--- src/rtl/mult_pkg.sv ---
// Shared definitions for the shift-add multiplier: controller state encoding and
// the default operand/count widths also used by the accumulator stage.
package mult_pkg;

  localparam int N_DEF     = 8;
  localparam int CNT_W_DEF = 3;

  typedef enum logic [1:0] {
    IDLE  = 2'd0,
    CLEAR = 2'd1,
    RUN   = 2'd2,
    DONE  = 2'd3
  } state_e;

endpackage

--- src/rtl/mult_seq_ctrl.sv ---
// Sequencing controller for a shift-add accumulator: captures A/B, clears the accumulator,
// then walks bit indices issuing add-enables. Optional MULT_EARLY_TERM_EN stops once B is exhausted.
module mult_seq_ctrl
  import mult_pkg::*;
#(
  parameter int N     = N_DEF,
  parameter int CNT_W = CNT_W_DEF
) (
  input  logic             clk,
  input  logic             rst,
  input  logic             start,
  input  logic [N-1:0]     a_in,
  input  logic [N-1:0]     b_in,
  output logic [N-1:0]     a_out,
  output logic [CNT_W-1:0] count,
  output logic             enable,
  output logic             acc_clr,
  output logic             busy,
  output logic             done
);

  localparam logic [CNT_W-1:0] LAST_IDX = CNT_W'(N - 1);

  state_e           state_q;
  logic [N-1:0]     a_out_q;
  logic [N-1:0]     b_sh_q;
  logic [CNT_W-1:0] count_q;
  logic             enable_q;
  logic             acc_clr_q;
  logic             busy_q;
  logic             done_q;
  logic             run_last;

`ifdef MULT_EARLY_TERM_EN
  // No set bits remain above the current one, so further RUN cycles would add nothing.
  assign run_last = (b_sh_q[N-1:1] == '0) || (count_q == LAST_IDX);
`else
  assign run_last = (count_q == LAST_IDX);
`endif

  always_ff @(posedge clk or negedge rst) begin
    if (!rst) begin
      state_q   <= IDLE;
      a_out_q   <= '0;
      b_sh_q    <= '0;
      count_q   <= '0;
      enable_q  <= 1'b0;
      acc_clr_q <= 1'b0;
      busy_q    <= 1'b0;
      done_q    <= 1'b0;
    end else begin
      case (state_q)
        IDLE: begin
          done_q <= 1'b0;
          if (start) begin
            a_out_q   <= a_in;
            b_sh_q    <= b_in;
            count_q   <= '0;
            enable_q  <= 1'b0;
            acc_clr_q <= 1'b1;
            busy_q    <= 1'b1;
            state_q   <= CLEAR;
          end
        end
        CLEAR: begin
          acc_clr_q <= 1'b0;
          enable_q  <= b_sh_q[0];
          count_q   <= '0;
          state_q   <= RUN;
        end
        RUN: begin
          b_sh_q <= b_sh_q >> 1;
          if (run_last) begin
            enable_q <= 1'b0;
            busy_q   <= 1'b0;
            done_q   <= 1'b1;
            state_q  <= DONE;
          end else begin
            // Outputs are registered, so the next index looks one bit ahead.
            enable_q <= b_sh_q[1];
            count_q  <= count_q + CNT_W'(1);
          end
        end
        DONE: begin
          done_q  <= 1'b0;
          state_q <= IDLE;
        end
        default: state_q <= IDLE;
      endcase
    end
  end

  assign a_out   = a_out_q;
  assign count   = count_q;
  assign enable  = enable_q;
  assign acc_clr = acc_clr_q;
  assign busy    = busy_q;
  assign done    = done_q;

endmodule

--- config.mk ---
export PLATFORM = sky130hd
export DESIGN_NAME = mult_seq_ctrl
export DESIGN_NICKNAME = d
export VERILOG_FILES = /design/src/rtl/mult_pkg.sv /design/src/rtl/mult_seq_ctrl.sv
export SDC_FILE = /design/constraint.sdc
export NUM_CORES = 1
export LEC_CHECK = 0
export ABC_AREA = 0
export BUFFER_PORTS_ARGS = -buffer_cell sky130_fd_sc_hd__buf_2
export CAP_MARGIN = 20
export CORE_MARGIN = 1
export CORE_UTILIZATION = 42
export CTS_BUF_LIST = sky130_fd_sc_hd__clkbuf_8
export CTS_CLUSTER_DIAMETER = 40
export CTS_CLUSTER_SIZE = 14
export DETAILED_ROUTE_END_ITERATION = 10
export HOLD_SLACK_MARGIN = 0.03
export PLACE_DENSITY = 0.77
export SYNTH_ARGS = -nofsm -noshare
export SYNTH_HDL_FRONTEND = slang
export SYNTH_SLANG_ARGS = --single-unit
--- constraint.sdc ---
create_clock -name clk -period 4 [get_ports clk]
set_clock_uncertainty 0.15 [all_clocks]
set_input_delay 0.2 -clock clk [delete_from_list [all_inputs] [get_ports clk]]
set_output_delay 0.2 -clock clk [all_outputs]
set_load 0.01 [all_outputs]
==> impl_metrics.tcl, run 1 <==
set metrics [dict create \
    required_ps 4000 \
    synth.avg_cell_area_um2 10.9 \
    maxCapViolations 0 \
    path_max_fanout 21 \
    synth_edf_count 0 \
    antenna_cells 0 \
    setup_tns_ps 0 \
    path_clk_slew_ps 80 \
    relSlewSlack 0.611 \
    drtAntennaViolNets 0 \
    cts_max_level 1 \
    gr-total-overflow 0 \
    routedWlPerCell_um 14.0 \
    num_rows 19 \
    ys_seq_area_frac 0.507 \
    initial_core_util 0.447 \
    drc 0 \
    hold_path_depth 3 \
    wl_um 2560 \
    setup_viol 0 \
    worstSkewPairLatency_ps 260 \
    worstPathArrival_ps 2470 \
    die-area_um2 3160 \
    fin_hold_ws_ps 131 \
    synth-main-ff-cell "dfrtp_1" \
    p_leak_nw 0.736 \
    yosys.cell_types.count 23 \
    nNetsFinal 178 \
    drtIter0Drc 19 \
    cts_tree "yes" \
    place_hpwl_um 1780 \
    rsz0062_at_grt "no" \
    synthesis.nets 138 \
    clockBufferDepth 2 \
    async_reset_ff_frac 1.00 \
    start_kind "register" \
    area_growth_pct 25.3 \
    hold_viol 0 \
    via_per_inst 5.52 \
    numCtsBuffers 3 \
    yosys-top-cells-count "25 x dfrtp_1, 12 x nand3_1, 9 x a21oi_1, 9 x mux2_2, 8 x o21ai_0" \
    cts_resized 0 \
    dp_cells 170 \
    yosysTopAreaCell "dfrtp_1" \
    finalCritPeriodShare 0.618 \
    dp_slack_ps 1560 \
    status "completed" \
    core_um2 2760 \
    setup_slack_ps 1530 \
    p_per_area_nw_per_um2 694 \
    clock_sinks 25 \
    synth_xor_xnor_area_share 0 \
    dieWidth_um 56.2 \
    endpoint_kind "register" \
    crit_type "register to register" \
    holdCritPathClass "input port to register" \
    synth_compound_area_frac 0.172 \
    max_freq_ghz 0.404 \
    via_count 1010 \
    yosysMostFrequentCell "dfrtp_1" \
    tightest_slew_ps 583 \
    reg2reg_slack_ps 1530 \
    drive_gt1_frac 0.303 \
    boundaryPins 34 \
    fp.dieH_um 56.2 \
    synth_area_um2 1230 \
    synth_fa_ha_area_frac 0.0609 \
    slew_violations 0 \
    yosysTopAreaCellShare 0.507 \
    grt_max_degree 26 \
    postCtsSetupBuffers 0 \
    post-route-min-period_ps 2470 \
    routabilityCongestion 0.733 \
    grt_use_total 0.176 \
    synth_top_family_by_area "compound AO/OA/AOI/OAI gates" \
    reg2reg_depth 5 \
    grt_first_pass_wirelength_um 4380 \
    cts-root-buf "clkbuf_8" \
    final_cell_count_no_fill 183 \
    synthMuxAreaShare 0.0903 \
    syn_inst 113 \
    yosys_warnings 0 \
    port_buffers 33 \
    yosys.area_share.simple 0.129 \
    dr.pass1.iters 4 \
    grt_pass1_vias 998 \
    ys_top_cells_by_area "dfrtp_1 51%, mux2_2 8.2%, ha_1 6.1%" \
    power_w 0.00107 \
    synth-seq-cells 25 \
    antenna_found_initial 0 \
    ctsHoldBuffers 9 \
    peakVddDrop_v 0.000508 \
]
[cell families (layout without fill, tap and decap cells)]
logic type,Yosys count,count (layout)
simple gates,29,29
fa+ha+maj,6,6
flops,25,25
mux,10,10
buf+inv,12,51
compound gates,31,31
[final cells by class]
cell class / instances / area, um^2
Clock buffer: 3 / 41.3
Clock inverter: 1 / 3.75
Fill cell: 238 / 1210
Inverter: 4 / 15.0
Multi-Input combinational cell: 76 / 558
Sequential cell: 25 / 626
Tap cell: 31 / 38.8
Timing Repair Buffer: 43 / 263
[critical path, cell delays in order, from the launching register on]
cell	delay (ps)
dfrtp_1	410
inv_1	110
ha_1	520
nor2b_1	560
nor2b_1	260
a221o_1	350
[state kept, by name, summed over array words and instances, names as in the netlist]
name / flops
b_sh_q: 8
state_q: 2
acc_clr: 1
a_out: 8
count: 3
done: 1
busy: 1
enable: 1
[layout by cell type (no fill, tap or decap), drive strengths merged]
cell         instances
a22o                 1
nor2b                3
clkbuf               3
mux2i                1
o22a                 1
or4b                 1
inv                  5
a221o                7
ha                   6
o21ai                8
nor2                 1
nand2b               7
a21oi                9
o311ai               2
and2b                1
a22oi                1
mux2                 9
a31oi                1
dfrtp               25
dlygate4sd3          9
o41ai                1
buf                 34
nand2                4
nand3               12
[metrics by stage]
stage | cell area (um^2) | util
final | 1550 | 0.560
after global routing | 1550 | 0.560
after CTS | 1550 | 0.560
after detailed placement | 1410 | 0.511
after global placement | 1410 | 0.511
after floorplan | 1230 | -
[report_power, final]
| group | internal, W | switching [W] | leakage [nW] |
|---|---|---|---|
| combinational | 0.000235 | 0.000259 | 0.398 |
| clock | 0.0000686 | 0.0000771 | 0.0269 |
| sequential | 0.000360 | 0.0000724 | 0.311 |
[worst paths after layout]
| path | start | to |
|---|---|---|
| worst min-delay path | b_in[7] | b_sh_q[7] |
| worst max register to register | state_q[1] | b_sh_q[6] |
| worst min register to register | a_out[7] | a_out[7] |
| max in group asynchronous | rst | b_sh_q[0] |
| worst max-delay path | state_q[1] | b_sh_q[6] |
| min in group asynchronous | rst | enable |
[routing by layer]
layer	share of wire	vias up	global-route usage
met5	0	-	0
met4	0.020	0	0.0767
met3	0.039	6	0.0349
met2	0.48	27	0.291
met1	0.46	486	0.224
li1	-	491	-
Note: power is estimated with default switching activity, not from simulation.
==> run 2, diff against run 1 <==
- PLACE_DENSITY: 0.77 -> 0.8
- clock period: 4 -> 2.01 ns (I/O delays scaled with it)
==> run 2 against run 1 <==
Setup slack lost 1400 ps. Die area is the same. Sequential power grew 100%. Critical path depth is the same. Worst hold slack lost 56 ps. Clock power grew 110%. Final cell count grew 3.3%. Global-route usage grew 0.27 points. Highest routed layer unchanged. Fmax grew 34%. Combinational power grew 110%.
==> impl_metrics.tcl, run 2 (same netlist as run 1, synthesis figures left out) <==
set metrics [dict create \
    place_hpwl_um 1810 \
    start_kind "register" \
    post-route-min-period_ps 1840 \
    setup_tns_ps 0 \
    drc 0 \
    boundaryPins 34 \
    endpoint_kind "register" \
    cts-root-buf "clkbuf_8" \
    holdCritPathClass "input port to register" \
    grt_use_total 0.179 \
    antenna_cells 0 \
    cp_cell_sequence "inv_1 -> ha_1 -> and2b_1 -> or4b_1 -> nand3_1" \
    maxCapViolations 0 \
    power_w 0.00221 \
    finalCritPeriodShare 0.918 \
    hold_viol 0 \
    crit_type "register to register" \
    grt_max_degree 26 \
    max_freq_ghz 0.542 \
    gr-total-overflow 0 \
    final_cell_count_no_fill 189 \
    peakVddDrop_v 0.000954 \
    fp.dieH_um 56.2 \
    p_leak_nw 0.761 \
    status "completed" \
    path_max_fanout 9 \
    stdcell_area_um2 1600 \
    place_area_um2 1450 \
    slew_violations 0 \
    fillers 246 \
    setup_viol 0 \
    initial_core_util 0.447 \
    p_per_area_nw_per_um2 1380 \
    drive_gt1_frac 0.329 \
    port_buffers 33 \
    routabilityCongestion 0.798 \
    final_core_util 0.579 \
    antenna_found_initial 0 \
    drtAntennaViolNets 0 \
    wl_um 2630 \
    relSlewSlack 0.641 \
    num_rows 19 \
    cp_slowest_cell "or4b_1" \
    routedWlPerCell_um 13.9 \
    cts_max_level 1 \
    drtIter0Drc 25 \
    rsz0062_at_grt "no" \
    die-area_um2 3160 \
    layout_common_cells "33 x buf_2, 25 x dfrtp_1, 12 x nand3_1, 10 x dlygate4sd3_1" \
    cts_tree "yes" \
    final_common_cell "buf_2" \
    area_growth_pct 29.4 \
    path_clk_slew_ps 80 \
    numCtsBuffers 3 \
    dp_cells 175 \
    via_per_inst 5.53 \
    cts_resized 0 \
    clock_sinks 25 \
    tightest_slew_ps 538 \
    grt_first_pass_wirelength_um 4350 \
    core_um2 2760 \
    slowest_delay_ps 440 \
    worstPathArrival_ps 1900 \
    required_ps 2070 \
    via_count 1046 \
    nNetsFinal 184 \
    worstSkewPairLatency_ps 270 \
    multi_input_area_um2 558 \
    grt_pass1_vias 1026 \
    dr.pass1.iters 4 \
    ff_latch_area_um2 626 \
    dieWidth_um 56.2 \
    clockBufferDepth 2 \
]
run 2: cell types whose count changed in the layout (fill, tap and decap cells not counted):
cell and change:
buf_4 +5, clkinvlp_4 +1, dlygate4sd3_1 +1, inv_1 -1
run 2: through the flow:
| stage | worst slack (ps) | hold slack, ps |
|---|---|---|
| 2_1_floorplan | 186 | -345 |
| 3_3_place_gp | 206 | -38.0 |
| 3_5_place_dp | 192 | -35.8 |
| 4_1_cts | 152 | 68.8 |
| 5_1_grt | 49.9 | 74.6 |
| 6_report | 165 | 75.5 |
run 2: worst max-delay path: cells and delay by family (launching register included):
family        cells  cell delay [ps]
simple gates      3              780
buf+inv           1               90
fa+ha+maj         1              340
flops             1              420
run 2: power by group:
group | switching (W) | total, W | internal, W
Combinational | 0.000535 | 0.00105 | 0.000512
Clock | 0.000161 | 0.000302 | 0.000141
Sequential | 0.000147 | 0.000863 | 0.000716
Total | 0.000843 | 0.00221 | 0.00137
run 2: path summary, 6_finish.rpt:
| kind | startpoint | to | slack [ps] | cells after the start |
|---|---|---|---|---|
| min in group asynchronous | rst | a_out[7] | 180 | 2 |
| min reg2reg | a_out[5] | a_out[5] | 350 | 1 |
| min | b_in[5] | b_sh_q[5] | 80 | 4 |
| max reg2reg | state_q[0] | count[0] | 170 | 5 |
| max | state_q[0] | count[0] | 170 | 5 |
| max in group asynchronous | rst | count[2] | 1170 | 2 |
run 2: routing by layer:
metal,track usage,share of wire,up-vias
li1,-,-,505
met1,0.212,0.42,500
met4,0.0314,0.0030,0
met2,0.325,0.52,39
met3,0.0488,0.062,2
met5,0,0,-
run 2: timing repair:
action                                  4_1_cts  5_1_grt
hold endpoints to repair                     34        0
hold buffers                                 10        0
setup buffers                                 0        0
endpoints found under the setup margin        0        0
run 2: area by class of cell:
class / count / share of cell area
flip-flops and latches: 25 / 0.392
repair buffers: 49 / 0.194
well taps: 31 / 0.0243
inverters: 4 / 0.00940
clock inverters: 1 / 0.00470
multi-input cells: 76 / 0.350
clock buffers: 3 / 0.0259
